$ cat src/rtl/frogger_pkg.sv
// Shared constants, spawn FSM states and LFSR helper for the
// Frogger hazard lanes.
package frogger_pkg;

    localparam int LANE_W = 16;
    localparam int COL_W  = 4;
    localparam int LFSR_W = 8;
    localparam int GAP_W  = 4;
    localparam int LEN_W  = 3;

    // Taps b7, b5, b4, b3: x^8 + x^6 + x^5 + x^4 + 1
    localparam logic [LFSR_W-1:0] LFSR_TAPS = 8'hB8;

    typedef enum logic {
        SPACE = 1'b0,
        CAR   = 1'b1
    } spawn_state_t;

    function automatic logic [LFSR_W-1:0] lfsr_next(
        input logic [LFSR_W-1:0] v
    );
        return {v[LFSR_W-2:0], ^(v & LFSR_TAPS)};
    endfunction

    function automatic logic [LFSR_W-1:0] lfsr_seed(
        input logic [LFSR_W-1:0] s
    );
        return (s == '0) ? {{(LFSR_W-1){1'b0}}, 1'b1} : s;
    endfunction

endpackage

$ cat src/rtl/car_spawner.sv
// LFSR-driven spawn FSM producing the entry cell for one lane.
// Guarantees full-length cars separated by a minimum gap.
module car_spawner
    import frogger_pkg::*;
#(
    parameter logic [7:0] SEED    = 8'hA5,
    parameter int         CAR_LEN = 2,
    parameter int         MIN_GAP = 3
) (
    input  logic clk,
    input  logic reset,
    input  logic step,
    output logic e
);

    localparam logic [LFSR_W-1:0] SEED_INIT = lfsr_seed(SEED);
    localparam logic [GAP_W-1:0]  GAP_MAX   = GAP_W'(MIN_GAP);
    localparam logic [LEN_W-1:0]  LEN_MAX   = LEN_W'(CAR_LEN);
    localparam logic [GAP_W-1:0]  GAP_ONE   = GAP_W'(1);
    localparam logic [LEN_W-1:0]  LEN_ONE   = LEN_W'(1);

    logic [LFSR_W-1:0] lfsr;
    spawn_state_t      state;
    spawn_state_t      state_n;
    logic [GAP_W-1:0]  gap_cnt;
    logic [GAP_W-1:0]  gap_n;
    logic [LEN_W-1:0]  len_cnt;
    logic [LEN_W-1:0]  len_n;
    logic [LEN_W-1:0]  len_inc;

    assign len_inc = len_cnt + LEN_ONE;

    always_comb begin
        e       = 1'b0;
        state_n = state;
        gap_n   = gap_cnt;
        len_n   = len_cnt;
        unique case (state)
            SPACE: begin
                if (gap_cnt >= GAP_MAX && lfsr[1:0] == 2'b00) begin
                    e     = 1'b1;
                    len_n = LEN_ONE;
                    // A one-cell car is complete as soon as it spawns
                    if (CAR_LEN > 1) begin
                        state_n = CAR;
                    end else begin
                        gap_n = '0;
                    end
                end else if (gap_cnt < GAP_MAX) begin
                    gap_n = gap_cnt + GAP_ONE;
                end
            end
            CAR: begin
                e     = 1'b1;
                len_n = len_inc;
                if (len_inc == LEN_MAX) begin
                    state_n = SPACE;
                    gap_n   = '0;
                end
            end
            default: begin
                state_n = SPACE;
            end
        endcase
    end

    always_ff @(posedge clk) begin
        if (reset) begin
            lfsr    <= SEED_INIT;
            state   <= SPACE;
            gap_cnt <= '0;
            len_cnt <= '0;
        end else if (step) begin
            lfsr    <= lfsr_next(lfsr);
            state   <= state_n;
            gap_cnt <= gap_n;
            len_cnt <= len_n;
        end
    end

endmodule

$ cat src/rtl/lane_hazard.sv
// One scrolling hazard lane: tick counter, lane shift register
// and registered frog/car overlap flag.
module lane_hazard
    import frogger_pkg::*;
#(
    parameter int         PERIOD  = 8,
    parameter bit         DIR     = 1'b0,
    parameter logic [7:0] SEED    = 8'hA5,
    parameter int         CAR_LEN = 2,
    parameter int         MIN_GAP = 3
) (
    input  logic              clk,
    input  logic              reset,
    input  logic              enable,
    input  logic              frog_in_lane,
    input  logic [COL_W-1:0]  frog_col,
    output logic [LANE_W-1:0] lane_pixels,
    output logic              hit
);

    localparam int               CNT_W    = $clog2(PERIOD);
    localparam logic [CNT_W-1:0] CNT_LAST = CNT_W'(PERIOD - 1);
    localparam logic [CNT_W-1:0] CNT_ONE  = CNT_W'(1);

    logic [CNT_W-1:0] tick;
    logic             step;
    logic             e;

    assign step = enable && (tick == CNT_LAST);

    always_ff @(posedge clk) begin
        if (reset) begin
            tick <= '0;
        end else if (enable) begin
            tick <= step ? '0 : tick + CNT_ONE;
        end
    end

    car_spawner #(
        .SEED    (SEED),
        .CAR_LEN (CAR_LEN),
        .MIN_GAP (MIN_GAP)
    ) u_spawner (
        .clk   (clk),
        .reset (reset),
        .step  (step),
        .e     (e)
    );

    always_ff @(posedge clk) begin
        if (reset) begin
            lane_pixels <= '0;
        end else if (step) begin
            if (DIR) begin
                lane_pixels <= {e, lane_pixels[LANE_W-1:1]};
            end else begin
                lane_pixels <= {lane_pixels[LANE_W-2:0], e};
            end
        end
    end

    // Overlap uses the pre-scroll lane, so hit trails a new pixel by one cycle
    always_ff @(posedge clk) begin
        if (reset) begin
            hit <= 1'b0;
        end else begin
            hit <= frog_in_lane & lane_pixels[frog_col];
        end
    end

endmodule

$ cat config.mk
export PLATFORM = sky130hd
export DESIGN_NAME = lane_hazard
export DESIGN_NICKNAME = d
export VERILOG_FILES = /design/src/rtl/frogger_pkg.sv /design/src/rtl/car_spawner.sv /design/src/rtl/lane_hazard.sv
export SDC_FILE = /design/constraint.sdc
export NUM_CORES = 1
export LEC_CHECK = 0
export ABC_AREA = 1
export CAP_MARGIN = 20
export CORE_ASPECT_RATIO = 0.6
export CORE_MARGIN = 5
export CORE_UTILIZATION = 35
export CTS_CLUSTER_SIZE = 16
export DETAILED_ROUTE_END_ITERATION = 16
export REMOVE_ABC_BUFFERS = 1
export SLEW_MARGIN = 40
export SYNTH_ARGS = -nofsm -noshare
export SYNTH_HDL_FRONTEND = slang
export SYNTH_SLANG_ARGS = --single-unit
$ cat constraint.sdc
create_clock -name clk -period 1.7 [get_ports clk]
set_clock_uncertainty 0.05 [all_clocks]
set_input_delay 0.425 -clock clk [delete_from_list [all_inputs] [get_ports clk]]
set_output_delay 0.425 -clock clk [all_outputs]
set_load 0.01 [all_outputs]
==> flow_summary.json, run 1 <==
{
  "fin_util_pct": 50.2,
  "synth_xor_area_share_pct": 2.23,
  "rsz0062_at_grt": "false",
  "seq_area_sq_um": 722,
  "htree_levels": 2,
  "die_w_microns": 96.5,
  "irDropWorstVdd_mv": 0.336,
  "drcViolationCount": 0,
  "fillers": 423,
  "synth_fa_ha_area_share_pct": 3.98,
  "yosysSeqAreaShare_pct": 45.9,
  "cp_cell_sequence": "clkdlybuf4s50_1",
  "dp.cells": 302,
  "syn_inst": 214,
  "grt_pass1_vias": 1323,
  "routed_wl_mm": 3.51,
  "synthesis.area_sq_mm": 0.00157,
  "via_per_inst": 4.45,
  "fp.coreArea_sq_mm": 0.00421,
  "globalplace.congestion": 0.781,
  "rows": 18,
  "diodes": 0,
  "worstSkewPairLatency_ns": 0.29,
  "finalNonFillerCells": 310,
  "timing.fmax_mhz": 602,
  "r2r_setup_slack_ns": 0.14,
  "yosysWarnings": 0,
  "ant_nets": 0,
  "vias": 1381,
  "slew_headroom_pct": 85.1,
  "syn2layout_area_growth_pct": 34.5,
  "worst_pin_slew_ns": 0.224,
  "cts_buffer_depth": 2,
  "path_class": "register to primary output",
  "ys_ff_latch": 36,
  "drt_iter0_drc": 76,
  "ios": 25,
  "final.setup.tns_ns": 0,
  "synth_top_family_by_area": "simple AND/OR/NAND/NOR gates",
  "hold_violations": 0,
  "detailed_place_hpwl_mm": 2.53,
  "cts_hold_buf": 0,
  "post-cts-setup-buffer-count": 0,
  "p_per_area_mw_per_mm2": 845,
  "clk_pin_slew_worst_paths_ns": 0.07,
  "status": "finished clean",
  "critPathBufInv": 1,
  "crit_family": "buffers and inverters",
  "wl_per_cell_microns": 11.3,
  "io_buffers": 24,
  "critPathSlowestCell": "clkdlybuf4s50_1",
  "slew_viol_final": 0,
  "synth-simple-area-share_pct": 22.9,
  "cp-end-kind": "primary output",
  "cp-start-kind": "register",
  "cp_max_fo": 3,
  "muxShareOfSynthArea_pct": 0,
  "layout_commonest_cell": "nand2_1",
  "finalPower_mw": 1.79,
  "pre_cts_ws_ns": -0.0199,
  "grt_start_max_net_pins": 28,
  "hold_path.class": "register to register",
  "first_pass_iters": 4,
  "ctsRootBufferMaster": "clkbuf_8",
  "p_leak_nw": 1.07,
  "grt_pass1_wl_mm": 5.96,
  "worstPathRequired_ns": 1.22,
  "slowest_delay_ns": 0.55,
  "synth-compound-area-share_pct": 16.5,
  "cts_tree": "built",
  "post_cts_resized": 4,
  "setup_slack_ns": 0.0384,
  "clock-sinks": 36,
  "multiInputGateArea_sq_um": 716,
  "setup_viol": 0,
  "grt_usage_pct": 13.4,
  "antenna_found_initial": 0,
  "syn_avg_cell_area_sq_um": 7.34,
  "die_h_microns": 61.9,
  "floorplan.die_area_sq_mm": 0.00597,
  "fin_crit_sh_pct": 97.7,
  "period_needed_ns": 1.66,
  "grt.overflow.total": 0,
  "yosysUniqueCellTypes": 19,
  "arrival_ns": 1.19,
  "fin_nets": 262,
  "start_util_pct": 37.3,
  "maxCapViolCount": 0,
  "cts_buffers": 5,
  "final_cell_mix": "nand2_1, dfxtp_1, inv_1, a21oi_1, nor2_1",
  "drive_above_1_share_pct": 10.0
}
[through the flow]
stage / hold WS (ns) / instance area [sq um]
after global routing: 0.408 / 2110
after detailed placement: 0.382 / 1960
after global placement: 0.380 / 1960
final: 0.392 / 2110
after floorplan: 0.367 / 1530
after CTS: 0.393 / 2090
[area by class of cell]
type | count | area share, %
tap | 60 | 3.55
sequential | 36 | 34.2
multi-input combinational | 144 | 33.9
clock buffer | 7 | 4.56
timing repair buffer | 36 | 17.8
clock inverter | 1 | 1.42
inverter | 26 | 4.62
[cell families (layout without fill, tap and decap cells)]
group | Yosys count | count (layout)
xor gates and xnor gates | 4 | 4
and+or+nand+nor | 85 | 85
AOI/OAI and AO/OA | 50 | 50
DFF | 36 | 36
buffers and inverters | 34 | 70
adders and majority gates | 5 | 5
[synth_stat cells]
master	count	area share (%)
nor2_1	22	5.3
nor2_2	1	0.40
inv_1	26	6.2
nand2_4	1	0.72
a211oi_1	1	0.48
or2_0	2	0.80
o21ai_0	21	6.7
clkbuf_1	4	0.96
buf_4	1	0.48
xnor2_1	4	2.2
nand2_1	40	9.6
or2_2	1	0.40
buf_2	3	0.96
o211ai_1	1	0.48
ha_1	5	4.0
dfxtp_1	36	46
a21oi_2	1	0.56
a21oi_1	26	8.3
nand3_1	18	5.7
[per-layer routing]
metal  track usage, %  routed length [microns]  vias to the layer above
met2             17.5                     1310                       38
met5                0                        0                        -
met1             19.1                     1900                      585
met4             6.79                       59                        0
li1                 -                        -                      754
met3             4.93                      239                        4
[final timing paths]
kind | start | to | cells after the start
max reg2reg | tick[0] | lane_pixels[14] | 7
max | lane_pixels[2] | lane_pixels[2] | 1
min | u_spawner.gap_cnt[3] | u_spawner.gap_cnt[3] | 2
min reg2reg | u_spawner.gap_cnt[3] | u_spawner.gap_cnt[3] | 2
[power by group]
part,internal (mW),switching [mW]
logic,0.0523,0.0515
clock network,0.518,0.313
registers,0.848,0.00305
[state kept, by name, indices dropped and copies added (netlist names)]
signal and count:
lane_pixels 16, u_spawner.lfsr 8, u_spawner.gap_cnt 4, tick 3, u_spawner.len_cnt 3, hit 1, u_spawner.state 1
Note: power is estimated with default switching activity, not from simulation.
==> inputs of run 2 (changes only) <==
--- a/config.mk
+++ b/config.mk
@@ -6,7 +6,6 @@
 export NUM_CORES = 1
 export LEC_CHECK = 0
 export ABC_AREA = 1
-export CAP_MARGIN = 20
 export CORE_ASPECT_RATIO = 0.6
 export CORE_MARGIN = 5
 export CORE_UTILIZATION = 35
==> results of run 2 <==
No change in the layout: final DEF, timing and power equal those of run 1.
==> patch, RTL diff (settings of run 2) <==
`PERIOD`: 8 -> 4.
--- a/src/rtl/lane_hazard.sv
+++ b/src/rtl/lane_hazard.sv
@@ -5,3 +5,3 @@
 #(
-    parameter int         PERIOD  = 8,
+    parameter int         PERIOD  = 4,
     parameter bit         DIR     = 1'b0,
Behaviour: no difference found for any inputs over 10 cycles, from zero or initial values and one cycle with reset high; that may be too few to reach the edited logic, so the function may still have changed.
==> patch against run 2 <==
Cell count decreased by 1.6%; critical endpoint is now lane_pixels[0]; non-clock buffer count grew 2; worst setup slack gained 0.016 ns; area after synthesis down 3.1%; sequential cell count down 1; sequential power increased by 0.8%; largest power group is now clock; critical path depth unchanged; wire length fell by 4.9%; final area down 1.5%; power grew 8.6%.
==> patch: results (changes against run 2) <==
dominant cells by area after synthesis: dfxtp_1 (46%), nand2_1 (9.1%), a21oi_1 (7.9%)
CP arrival: 1.17 ns (-0.02 ns)
worst slack, placed: 0.00126 ns (+0.0212 ns)
status: finished, final reports clean
Cells after Synth: 207 (-3.3%)
share of cells above drive strength 1: 0.110 (+0.0102)
Routed WL: 3.33 mm (-4.9%)
drt via density: 4.41 (-1.0%)
worst-case reg-to-reg path depth: 7 (unchanged)
initial DRC count: 74 (-2.6%)
worst vdd ir: 430 uV (+28%)
CTS clk-pin slew, worst paths: 0.07 ns (about the same)
placed inst area: 1930 um^2 (-1.9%)
post-layout util: 0.502 (about the same)
RD Place Congestion: 0.784 (+0.31%)
critical path fanouts, max: 2 (-1)
fin crit share: 0.968 (-0.00959)
leakage power total: 1.02 nW (-5.4%)
Distinct cells, synth: 21 (+2)
global-route wire length before repair: 5.78 mm (-3.1%)
clk root buf: clkbuf_8
Seq/Total Area, Yosys: 0.460 (+0.00155)
final net count: 256 (-2.3%)
number of max-cap violations: 0 (unchanged)
CP top delay family: buffers and inverters
Max Root-Sink Buffers: 2 (unchanged)
setup bufs post-CTS: 0 (unchanged)
Global Route Usage Sum: 0.130 (-0.00416)
CP max stage delay: 0.54 ns
biggest regs: lane_pixels x16, u_spawner.lfsr x8, u_spawner.gap_cnt x4
Min-Delay Path Class: reg2reg
number of CTS-inserted buffers: 5 (unchanged)
dpl hpwl: 2.45 mm (-3.2%)
Synth async-reset ratio: 0 (unchanged)
Filler Cell Count: 440 (+4.0%)
number of global-route vias before repair: 1248 (-5.7%)
hold path cells: 2 (unchanged)
Routed WL per cell: 10.9 um (-3.3%)
actual slew at the worst max-slew pin: 0.206 ns (-0.0174 ns)
top cells by count, synth: nand2_1 (37), dfxtp_1 (35), inv_1 (25), a21oi_1 (24)
Clk Latency, worst-skew pair: 0.29 ns (about the same)
DP Cell Count: 297 (-1.7%)
## patch: cell count changes after synthesis, moves of 2 or more
| cell | run 2 | this run |
|---|---|---|
| a21oi_1 | 26 | 24 |
| inv_2 | 0 | 2 |
| nand2_1 | 40 | 37 |
| nand3_1 | 18 | 15 |
| o21ai_1 | 0 | 2 |
| or2_0 | 2 | 0 |
| or2_1 | 0 | 2 |
## patch: final timing paths
check                                                        from                                end  slack, ns
worst max-delay path                  lane_pixels[0]$_SDFFE_PP0P_                     lane_pixels[0]       0.05
worst min-delay path            u_spawner.gap_cnt[2]$_SDFFE_PP0P_  u_spawner.gap_cnt[2]$_SDFFE_PP0P_       0.39
worst max register to register  u_spawner.len_cnt[0]$_SDFFE_PP0P_  u_spawner.gap_cnt[0]$_SDFFE_PP0P_       0.33
worst min register to register  u_spawner.gap_cnt[2]$_SDFFE_PP0P_  u_spawner.gap_cnt[2]$_SDFFE_PP0P_       0.39
## patch: power breakdown
group / leakage, nW / switching [mW] / total, mW / internal (mW)
Sequential: 0.283 / 0.0146 / 0.858 / 0.843
Combinational: 0.667 / 0.0916 / 0.181 / 0.0892
Clock: 0.0644 / 0.316 / 0.901 / 0.585
## patch: cell type report
cell class                 instances  share of cell area
sequential                        35               0.337
multi-input combinational        137               0.327
timing repair buffer              38               0.186
inverter                          27              0.0487
tap                               60              0.0361
clock buffer                       5              0.0331
clock inverter                     3              0.0325
## patch: kinds of logic after synthesis
family	share of synthesized area
flip-flops	0.460
AO/OA/AOI/OAI	0.165
buffers and inverters	0.0937
AND/OR/NAND/NOR	0.219
adder cells (fa/ha/maj)	0.0329
XOR/XNOR	0.0288
## patch: timing repair
item,4_1_cts,5_1_grt
setup endpoints to repair,2,8
resized for setup,2,8
cloned,0,0
## patch: layer usage
metal  up-vias  wire length (um)  global-route usage
met2        23              1260               0.175
met5         -                 0                   0
met4         0                11              0.0308
li1        736                 -                   -
met3         2               171              0.0452
met1       584              1890               0.196
